[src/rtl/bus_pkg.sv]
// Shared definitions for bus initiators: device codes, address map, FSM states.
package bus_pkg;

    localparam logic [2:0] DEV_NONE = 3'd0;
    localparam logic [2:0] DEV_RAM  = 3'd1;
    localparam logic [2:0] DEV_UART = 3'd2;

    localparam logic [15:0] RAM_LO  = 16'h0000;
    localparam logic [15:0] RAM_HI  = 16'h00EF;
    localparam logic [15:0] UART_LO = 16'h00F0;
    localparam logic [15:0] UART_HI = 16'h00FF;

    typedef enum logic [1:0] {
        IDLE   = 2'd0,
        SETUP  = 2'd1,
        ACCESS = 2'd2,
        RESP   = 2'd3
    } state_t;

endpackage

[src/rtl/bus_addr_decode.sv]
// Combinational address decoder: byte address to device code plus mapped flag.
module bus_addr_decode
    import bus_pkg::*;
(
    input  logic [15:0] addr,
    output logic [2:0]  device,
    output logic        mapped
);

    // RAM_LO is zero, so only the upper bound needs a compare
    always_comb begin
        device = DEV_NONE;
        mapped = 1'b0;
        if (addr <= RAM_HI) begin
            device = DEV_RAM;
            mapped = 1'b1;
        end else if (addr >= UART_LO && addr <= UART_HI) begin
            device = DEV_UART;
            mapped = 1'b1;
        end
    end

endmodule

[src/rtl/bus_initiator.sv]
// Single-transfer bus initiator: request/response handshake in front of a
// SETUP/ACCESS strobed device bus with programmable wait states.
module bus_initiator
    import bus_pkg::*;
#(
    parameter int WAIT_STATES = 0
) (
    input  logic        clk,
    input  logic        rst,
    input  logic        req_valid,
    output logic        req_ready,
    input  logic        req_write,
    input  logic [15:0] req_addr,
    input  logic [7:0]  req_wdata,
    output logic        rsp_valid,
    input  logic        rsp_ready,
    output logic [7:0]  rsp_rdata,
    output logic        rsp_err,
    output logic [2:0]  device_select,
    output logic [15:0] addr_out,
    output logic        we,
    output logic        oe,
    output logic [7:0]  bus_wdata,
    input  logic [7:0]  bus_rdata
);

    localparam logic [2:0] WS = 3'(WAIT_STATES);

    state_t      state;
    state_t      state_nx;
    logic [2:0]  cnt;
    logic        write_q;
    logic [15:0] addr_q;
    logic [7:0]  wdata_q;
    logic [2:0]  dev_q;
    logic [7:0]  rdata_q;
    logic        err_q;
    logic [2:0]  dec_dev;
    logic        dec_mapped;
    logic        accept;
    logic        last;

    bus_addr_decode u_dec (
        .addr   (req_addr),
        .device (dec_dev),
        .mapped (dec_mapped)
    );

    assign accept = req_valid && (state == IDLE);
    assign last   = (state == ACCESS) && (cnt == 3'd0);

    always_comb begin
        state_nx      = state;
        req_ready     = 1'b0;
        rsp_valid     = 1'b0;
        device_select = DEV_NONE;
        we            = 1'b0;
        oe            = 1'b0;
        unique case (state)
            IDLE: begin
                req_ready = 1'b1;
                if (req_valid)
                    state_nx = dec_mapped ? SETUP : RESP;
            end
            SETUP: begin
                device_select = dev_q;
                state_nx      = ACCESS;
            end
            ACCESS: begin
                device_select = dev_q;
                // gated by rst so an aborting edge never lands a write
                we = write_q && last && !rst;
                oe = !write_q && !rst;
                if (last)
                    state_nx = RESP;
            end
            RESP: begin
                rsp_valid = 1'b1;
                if (rsp_ready)
                    state_nx = IDLE;
            end
        endcase
    end

    always_ff @(posedge clk) begin
        if (rst) begin
            state   <= IDLE;
            cnt     <= 3'd0;
            write_q <= 1'b0;
            addr_q  <= 16'h0000;
            wdata_q <= 8'h00;
            dev_q   <= DEV_NONE;
            rdata_q <= 8'h00;
            err_q   <= 1'b0;
        end else begin
            state <= state_nx;
            if (accept) begin
                write_q <= req_write;
                addr_q  <= req_addr;
                wdata_q <= req_wdata;
                dev_q   <= dec_dev;
                err_q   <= !dec_mapped;
                rdata_q <= 8'h00;
                cnt     <= WS;
            end else if (state == ACCESS) begin
                if (cnt != 3'd0)
                    cnt <= cnt - 3'd1;
                else if (!write_q)
                    rdata_q <= bus_rdata;
            end
        end
    end

    assign addr_out  = addr_q;
    assign bus_wdata = wdata_q;
    assign rsp_rdata = rdata_q;
    assign rsp_err   = err_q;

endmodule

[config.mk]
export PLATFORM = sky130hd
export DESIGN_NAME = bus_initiator
export DESIGN_NICKNAME = d
export VERILOG_FILES = /design/src/rtl/bus_pkg.sv /design/src/rtl/bus_addr_decode.sv /design/src/rtl/bus_initiator.sv
export SDC_FILE = /design/constraint.sdc
export NUM_CORES = 1
export LEC_CHECK = 0
export BUFFER_PORTS_ARGS = -buffer_cell sky130_fd_sc_hd__buf_4
export CAP_MARGIN = 20
export CORE_UTILIZATION = 45
export CTS_BUF_LIST = sky130_fd_sc_hd__clkbuf_4 sky130_fd_sc_hd__clkbuf_8
export DETAILED_ROUTE_END_ITERATION = 12
export GPL_TIMING_DRIVEN = 0
export PLACE_DENSITY = 0.89
export REMOVE_ABC_BUFFERS = 1
export SYNTH_ARGS = -nofsm -noshare
export SYNTH_HDL_FRONTEND = slang
export SYNTH_SLANG_ARGS = --single-unit
[constraint.sdc]
create_clock -name clk -period 1.64 [get_ports clk]
set_input_delay 0.246 -clock clk [delete_from_list [all_inputs] [get_ports clk]]
set_output_delay 0.246 -clock clk [all_outputs]
set_load 0.1 [all_outputs]
# After elaboration in Yosys (flattened, before gate mapping)
# Index checks and enable logic that the tools add are counted.
op_classes:
  reduce_logical: 17
  n_bitwise: 2
  magnitude_cmp: 3
  add_sub_neg: 1
  mux: 14
  n_div: 0
  n_mul: 0
  eq_ne: 6
  n_shift: 0
ops:
  columns: ["op", "n"]
  rows:
  - ["16-bit by 8-bit less-or-equal comparator with 1-bit output (second input constant)", 2]
  - ["16-bit by 8-bit greater-or-equal comparator with 1-bit output (second input constant)", 1]
  - ["2-bit 2-to-1 mux", 5]
  - ["2-bit one-hot mux with 4 select lines", 1]
  - ["1-bit logical AND", 6]
  - ["1-bit 2-to-1 mux", 6]
  - ["3-bit 2-to-1 mux", 2]
  - ["2-bit inequality test (second input constant)", 3]
  - ["3-bit AND reduction", 2]
  - ["2-bit equality test (second input constant)", 2]
  - ["2-bit OR reduction", 2]
  - ["1-bit logical NOT", 3]
  - ["3-bit logical NOT", 1]
  - ["3-bit nonzero test", 1]
  - ["3-bit by 1-bit subtractor with 3-bit output (second input constant)", 1]
  - ["2-bit by 1-bit equality test with 1-bit output (second input constant)", 1]
  - ["2-bit logical NOT", 1]
  - ["1-bit NOT", 2]
  - ["2-bit AND reduction", 1]
totals:
  n_memories: 0
  latchBits: 0
  rom_bits: 0
  reg_bits: 42
  elab_cells: 51
  out_inout_bits: 40
  ram_bits: 0

# Logic depth before layout (Yosys ltp)
depth:
  ltp_word: 7
  depth_mapped: 7
  depth_no_buf: 5

# Modules after synthesis
# A second synthesis with hierarchy kept.
unflattened:
  hier_cells: 204
  hier_area_um2: 1732.9
modules_own_cells:
  columns: ["mod", "instances", "area_each_um2", "cells_per_inst"]
  rows:
  - ["bus_initiator", 1, 1674.1, 196]
  - ["bus_addr_decode", 1, 58.8, 8]

# Worst setup path before layout
# No wires, ideal clock.
synth_timing:
  path_type: "flip-flop to output port"
  start: "register state[0]"
  end: "output we"
  arrival_time_ns: 3.638
  path_slack_ns: -2.244
  path_stages_with_launch: 5
  cell_sequence: "dfxtp_1 inv_1 ha_1 inv_1 nor4_1"
synth_via:
  elab_chain_cells: 5
synth_rtl:
  columns: ["item", "line_no", "rtl"]
  rows:
  - ["start: declaration", "bus_initiator.sv:29", "state_t state;"]
  - ["start signal: assignment", "bus_initiator.sv:96", "state <= state_nx;"]
  - ["2-bit equality test *", "bus_initiator.sv:50, bus_initiator.sv:59", null]
  - ["1-bit logical AND", "bus_initiator.sv:50", "assign last = (state == ACCESS) && (cnt == 3'd0);"]
  - ["1-bit logical AND (2 in a row)", "bus_initiator.sv:72", "we = write_q && last && !rst;"]
  - ["1-bit 2-to-1 mux *", "bus_initiator.sv:59", "unique case (state)"]
  - ["end: declaration", "bus_initiator.sv:21", "output logic we,"]
# Mark *: on every way between the ends. The rest lies on a longest branch, timed or not.

# Worst setup path in the final report
layout_timing:
  start: "register cnt[1]"
  end: "output we"
layout_via:
  elab_chain_cells: 5
layout_rtl:
  columns: ["item", "line_no", "rtl"]
  rows:
  - ["start: declaration", "bus_initiator.sv:31", "logic [2:0] cnt;"]
  - ["start signal: assignment", "bus_initiator.sv:107", "cnt <= cnt - 3'd1;"]
  - ["3-bit logical NOT", "bus_initiator.sv:50", null]
  - ["1-bit logical AND", "bus_initiator.sv:50", null]
  - ["1-bit logical AND (2 in a row)", "bus_initiator.sv:72", null]
  - ["1-bit 2-to-1 mux", "bus_initiator.sv:59", null]
# No other way between the ends.

==> results.py <==
metrics = {
    "hold_path": {
        "holdPathStages": 3,
        "hold-path-endpoint": "rsp_rdata[1]",
        "min-delay-start": "bus_rdata[1]",
        "holdCritPathClass": "input pin to flip-flop",
    },
    "synth": {
        "netlist.area_leader.share": 0.485,
        "synth-async-reset-ratio": 0,
        "synth-edff-count": 0,
        "synth.yosys.warnings": 0,
        "synth_area_sq_um": 1690,
        "yosys_most_used_dff": "sky130_fd_sc_hd__dfxtp_1",
        "netlist.top_cell.by_area": "sky130_fd_sc_hd__dfxtp_1",
        "yosys_register_bits": 41,
        "synthDistinctLibCells": 35,
        "post_synth_main_area_contributors": "sky130_fd_sc_hd__dfxtp_1 (48%), sky130_fd_sc_hd__nand2_1 (12%), sky130_fd_sc_hd__a21oi_1 (8.9%)",
        "synth_sequential_area_ratio": 0.485,
        "synth_common_cells": "sky130_fd_sc_hd__nand2_1 (52), sky130_fd_sc_hd__dfxtp_1 (41), sky130_fd_sc_hd__a21oi_1 (30)",
        "yosys.cell_count.top_type": "sky130_fd_sc_hd__nand2_1",
        "post_synth.cell_area_avg_sq_um": 8.64,
        "syn_inst": 196,
    },
    "setup_path": {
        "regToRegEndpoint": "rsp_rdata[4]",
        "worst-r2r-cell-count": 6,
        "timing_worst_setup_path_type": "flip-flop to output port",
        "largest_fanout_on_the_critical_path": 3,
        "cp-end-kind": "output port",
        "startpoint_class": "flip-flop",
        "cp_data_required_time_ns": 1.39,
        "timing.reg2reg.setup_slack_ns": 0.08,
        "arrival_ns": 1.48,
        "r2r-start": "state[0]",
    },
    "cells_and_area": {
        "final_core_utilization": 0.716,
        "layout_area_growth_over_synthesis_pct": 46.6,
        "multi_input_area_sq_um": 857,
        "diodes": 0,
        "fillers": 270,
        "final_layout_size_suffix_gt1_frac": 0.410,
        "storage_cell_area_sq_um": 828,
        "finish.net_count": 312,
    },
    "die": {
        "dieArea_sq_um": 4010,
        "rows": 21,
        "io_pins": 77,
        "die_width_um": 63.3,
        "core_region_sq_um": 3470,
        "die_extent_in_y_um": 63.3,
        "initial_core_util": 0.488,
    },
    "route": {
        "drt_wl_total_mm": 4.00,
        "drt-initial-drc-count": 68,
        "drc": 0,
        "drt_first_pass_iters": 4,
        "route.vias.total": 1601,
        "routed_wire_length_per_instance_um": 12.6,
        "final_antenna_net_count": 0,
        "vias_per_cell": 5.05,
    },
    "clock_network": {
        "clock_latency_ns": 0.29,
        "cts.hold.buffers_added": 0,
        "cts_num_sinks": 41,
        "cts_inserted_buffers": 5,
        "cts_tree": "built",
        "clkSlewWorstSetupHoldPaths_ns": 0.07,
        "clockBufferDepth": 2,
        "ctsHtreeMaxLevel": 2,
        "clockRootBuffer": "sky130_fd_sc_hd__clkbuf_8",
    },
    "global_routing": {
        "grt.overflow.total": 0,
        "total_global_route_track_usage": 0.202,
        "first_global_vias": 1481,
        "grt_antenna_before_repair": 0,
        "grt_start_max_net_pins": 35,
        "grt_first_pass_wirelength_mm": 6.41,
    },
    "timing": {
        "final.min_clock_period_ns": 1.73,
        "finalHoldWorstSlack_ns": 0.194,
        "fin_worst_skew_ns": 0.00276,
        "achievable-frequency_mhz": 578,
        "unrepaired_setup_endpoints_after_global_routing": "true",
        "final.period_utilization": 1.05,
        "report.final.setup_viol": 2,
        "final-max-slew-violation-count": 0,
        "setup_slack_of_the_critical_path_after_layout_ns": -0.0898,
        "endpoints_failing_hold": 0,
    },
    "place": {
        "dpl.hpwl_mm": 2.75,
        "globalplace.congestion": 0.774,
        "place.port_buffers": 75,
    },
    "run_status": {
        "violations": "negative setup slack",
        "status": "finished with violations",
    },
    "power_and_ir_drop": {
        "powerDensity_nw_per_um2": 1740,
        "vdd.ir_drop.worst_mv": 0.995,
        "total_leakage_power_nw": 1.05,
    },
    "flow_run": {
        "max_cap_violations": 0,
    },
}
what timing repair did:
| item | CTS | global route |
|---|---|---|
| pin swaps | 1 | 2 |
| endpoints found under the setup margin | 43 | 13 |
| gates cloned | 0 | 0 |
| buffers inserted | 1 | 3 |
| hold endpoints to repair | 0 | 0 |
| gates resized for setup | 25 | 9 |
placed cells by master, fill, tap and decap left out, types with 2 or more instances in the layout:
cell	Yosys	final
sky130_fd_sc_hd__nand2_1	52	52
sky130_fd_sc_hd__ha_1	5	2
sky130_fd_sc_hd__buf_4	1	75
sky130_fd_sc_hd__buf_6	3	2
sky130_fd_sc_hd__ha_4	0	3
sky130_fd_sc_hd__clkbuf_4	0	3
sky130_fd_sc_hd__nor2_1	12	12
sky130_fd_sc_hd__dfxtp_2	0	3
sky130_fd_sc_hd__and4bb_2	1	2
sky130_fd_sc_hd__dfxtp_1	41	37
sky130_fd_sc_hd__a21oi_1	30	30
sky130_fd_sc_hd__inv_2	0	4
sky130_fd_sc_hd__a311oi_1	2	2
sky130_fd_sc_hd__clkbuf_8	0	5
sky130_fd_sc_hd__and2_4	0	3
sky130_fd_sc_hd__inv_1	6	2
sky130_fd_sc_hd__nor4_2	2	2
sky130_fd_sc_hd__buf_12	0	2
sky130_fd_sc_hd__mux2i_1	8	8
worst max path at each step:
stage,startpoint,endpoint,slack (ns)
after floorplan,state[0],we,-2.24
after global placement,state[1],dev_q[1],-0.31
after detailed placement,state[1],dev_q[1],-0.34
after CTS,cnt[0],we,-0.08
after global routing,cnt[0],we,-0.13
final,cnt[1],we,-0.09
layout make-up:
class                      instances  area share
tap                               46      0.0232
timing repair buffer              79       0.252
inverter                           6     0.00907
multi-input combinational        137       0.345
clock buffer                       8      0.0368
sequential                        41       0.334
routing by layer:
layer / track usage / up-vias / share of wire
met5: 0 / - / 0
met4: 0.0852 / 0 / 0.017
met3: 0.0634 / 9 / 0.069
met2: 0.359 / 58 / 0.50
met1: 0.217 / 733 / 0.41
li1: - / 801 / -
through the flow:
stage                     worst slack, ns  instances  power, mW  TNS, ns  cell area (sq um)
after floorplan                     -2.24        184       3.03   -28.86               1620
after global placement             -0.312        305       3.47    -7.29               2240
after detailed placement           -0.343        305       3.51    -8.95               2240
after CTS                         -0.0814        314       4.28  -0.0897               2430
after global routing               -0.132        317       4.52   -0.276               2480
final                             -0.0898        317       4.31   -0.161               2480
where the power goes:
| part | internal (mW) | leakage, nW | switching (mW) |
|---|---|---|---|
| sequential | 1.17 | 0.337 | 0.0997 |
| combinational | 0.585 | 0.669 | 1.78 |
| clock | 0.352 | 0.0498 | 0.320 |
| total | 2.11 | 1.05 | 2.20 |
state kept, by name (all words and copies together) (netlist names):
register   flops
addr_out      16
bus_wdata      8
rsp_rdata      8
cnt            3
dev_q          2
state          2
rsp_err        1
write_q        1
critical path, stage by stage (launching register included):
cell and delay, ns:
sky130_fd_sc_hd__dfxtp_2 0.33, sky130_fd_sc_hd__inv_2 0.07, sky130_fd_sc_hd__ha_4 0.16, sky130_fd_sc_hd__nand2b_4 0.06, sky130_fd_sc_hd__nor4_4 0.30, sky130_fd_sc_hd__buf_6 0.27
cell families (layout without fill, tap and decap cells):
family | Yosys count | after routing | synth area share
AND/OR/NAND/NOR | 84 | 84 | 0.233
flip-flops | 41 | 41 | 0.485
AO/OA/AOI/OAI | 39 | 39 | 0.137
buffers and inverters | 18 | 93 | 0.0584
multiplexers | 8 | 8 | 0.0473
adder cells (fa/ha/maj) | 5 | 5 | 0.0370
other | 1 | 1 | 0.00222
Power figures use the tool's default switching activity.
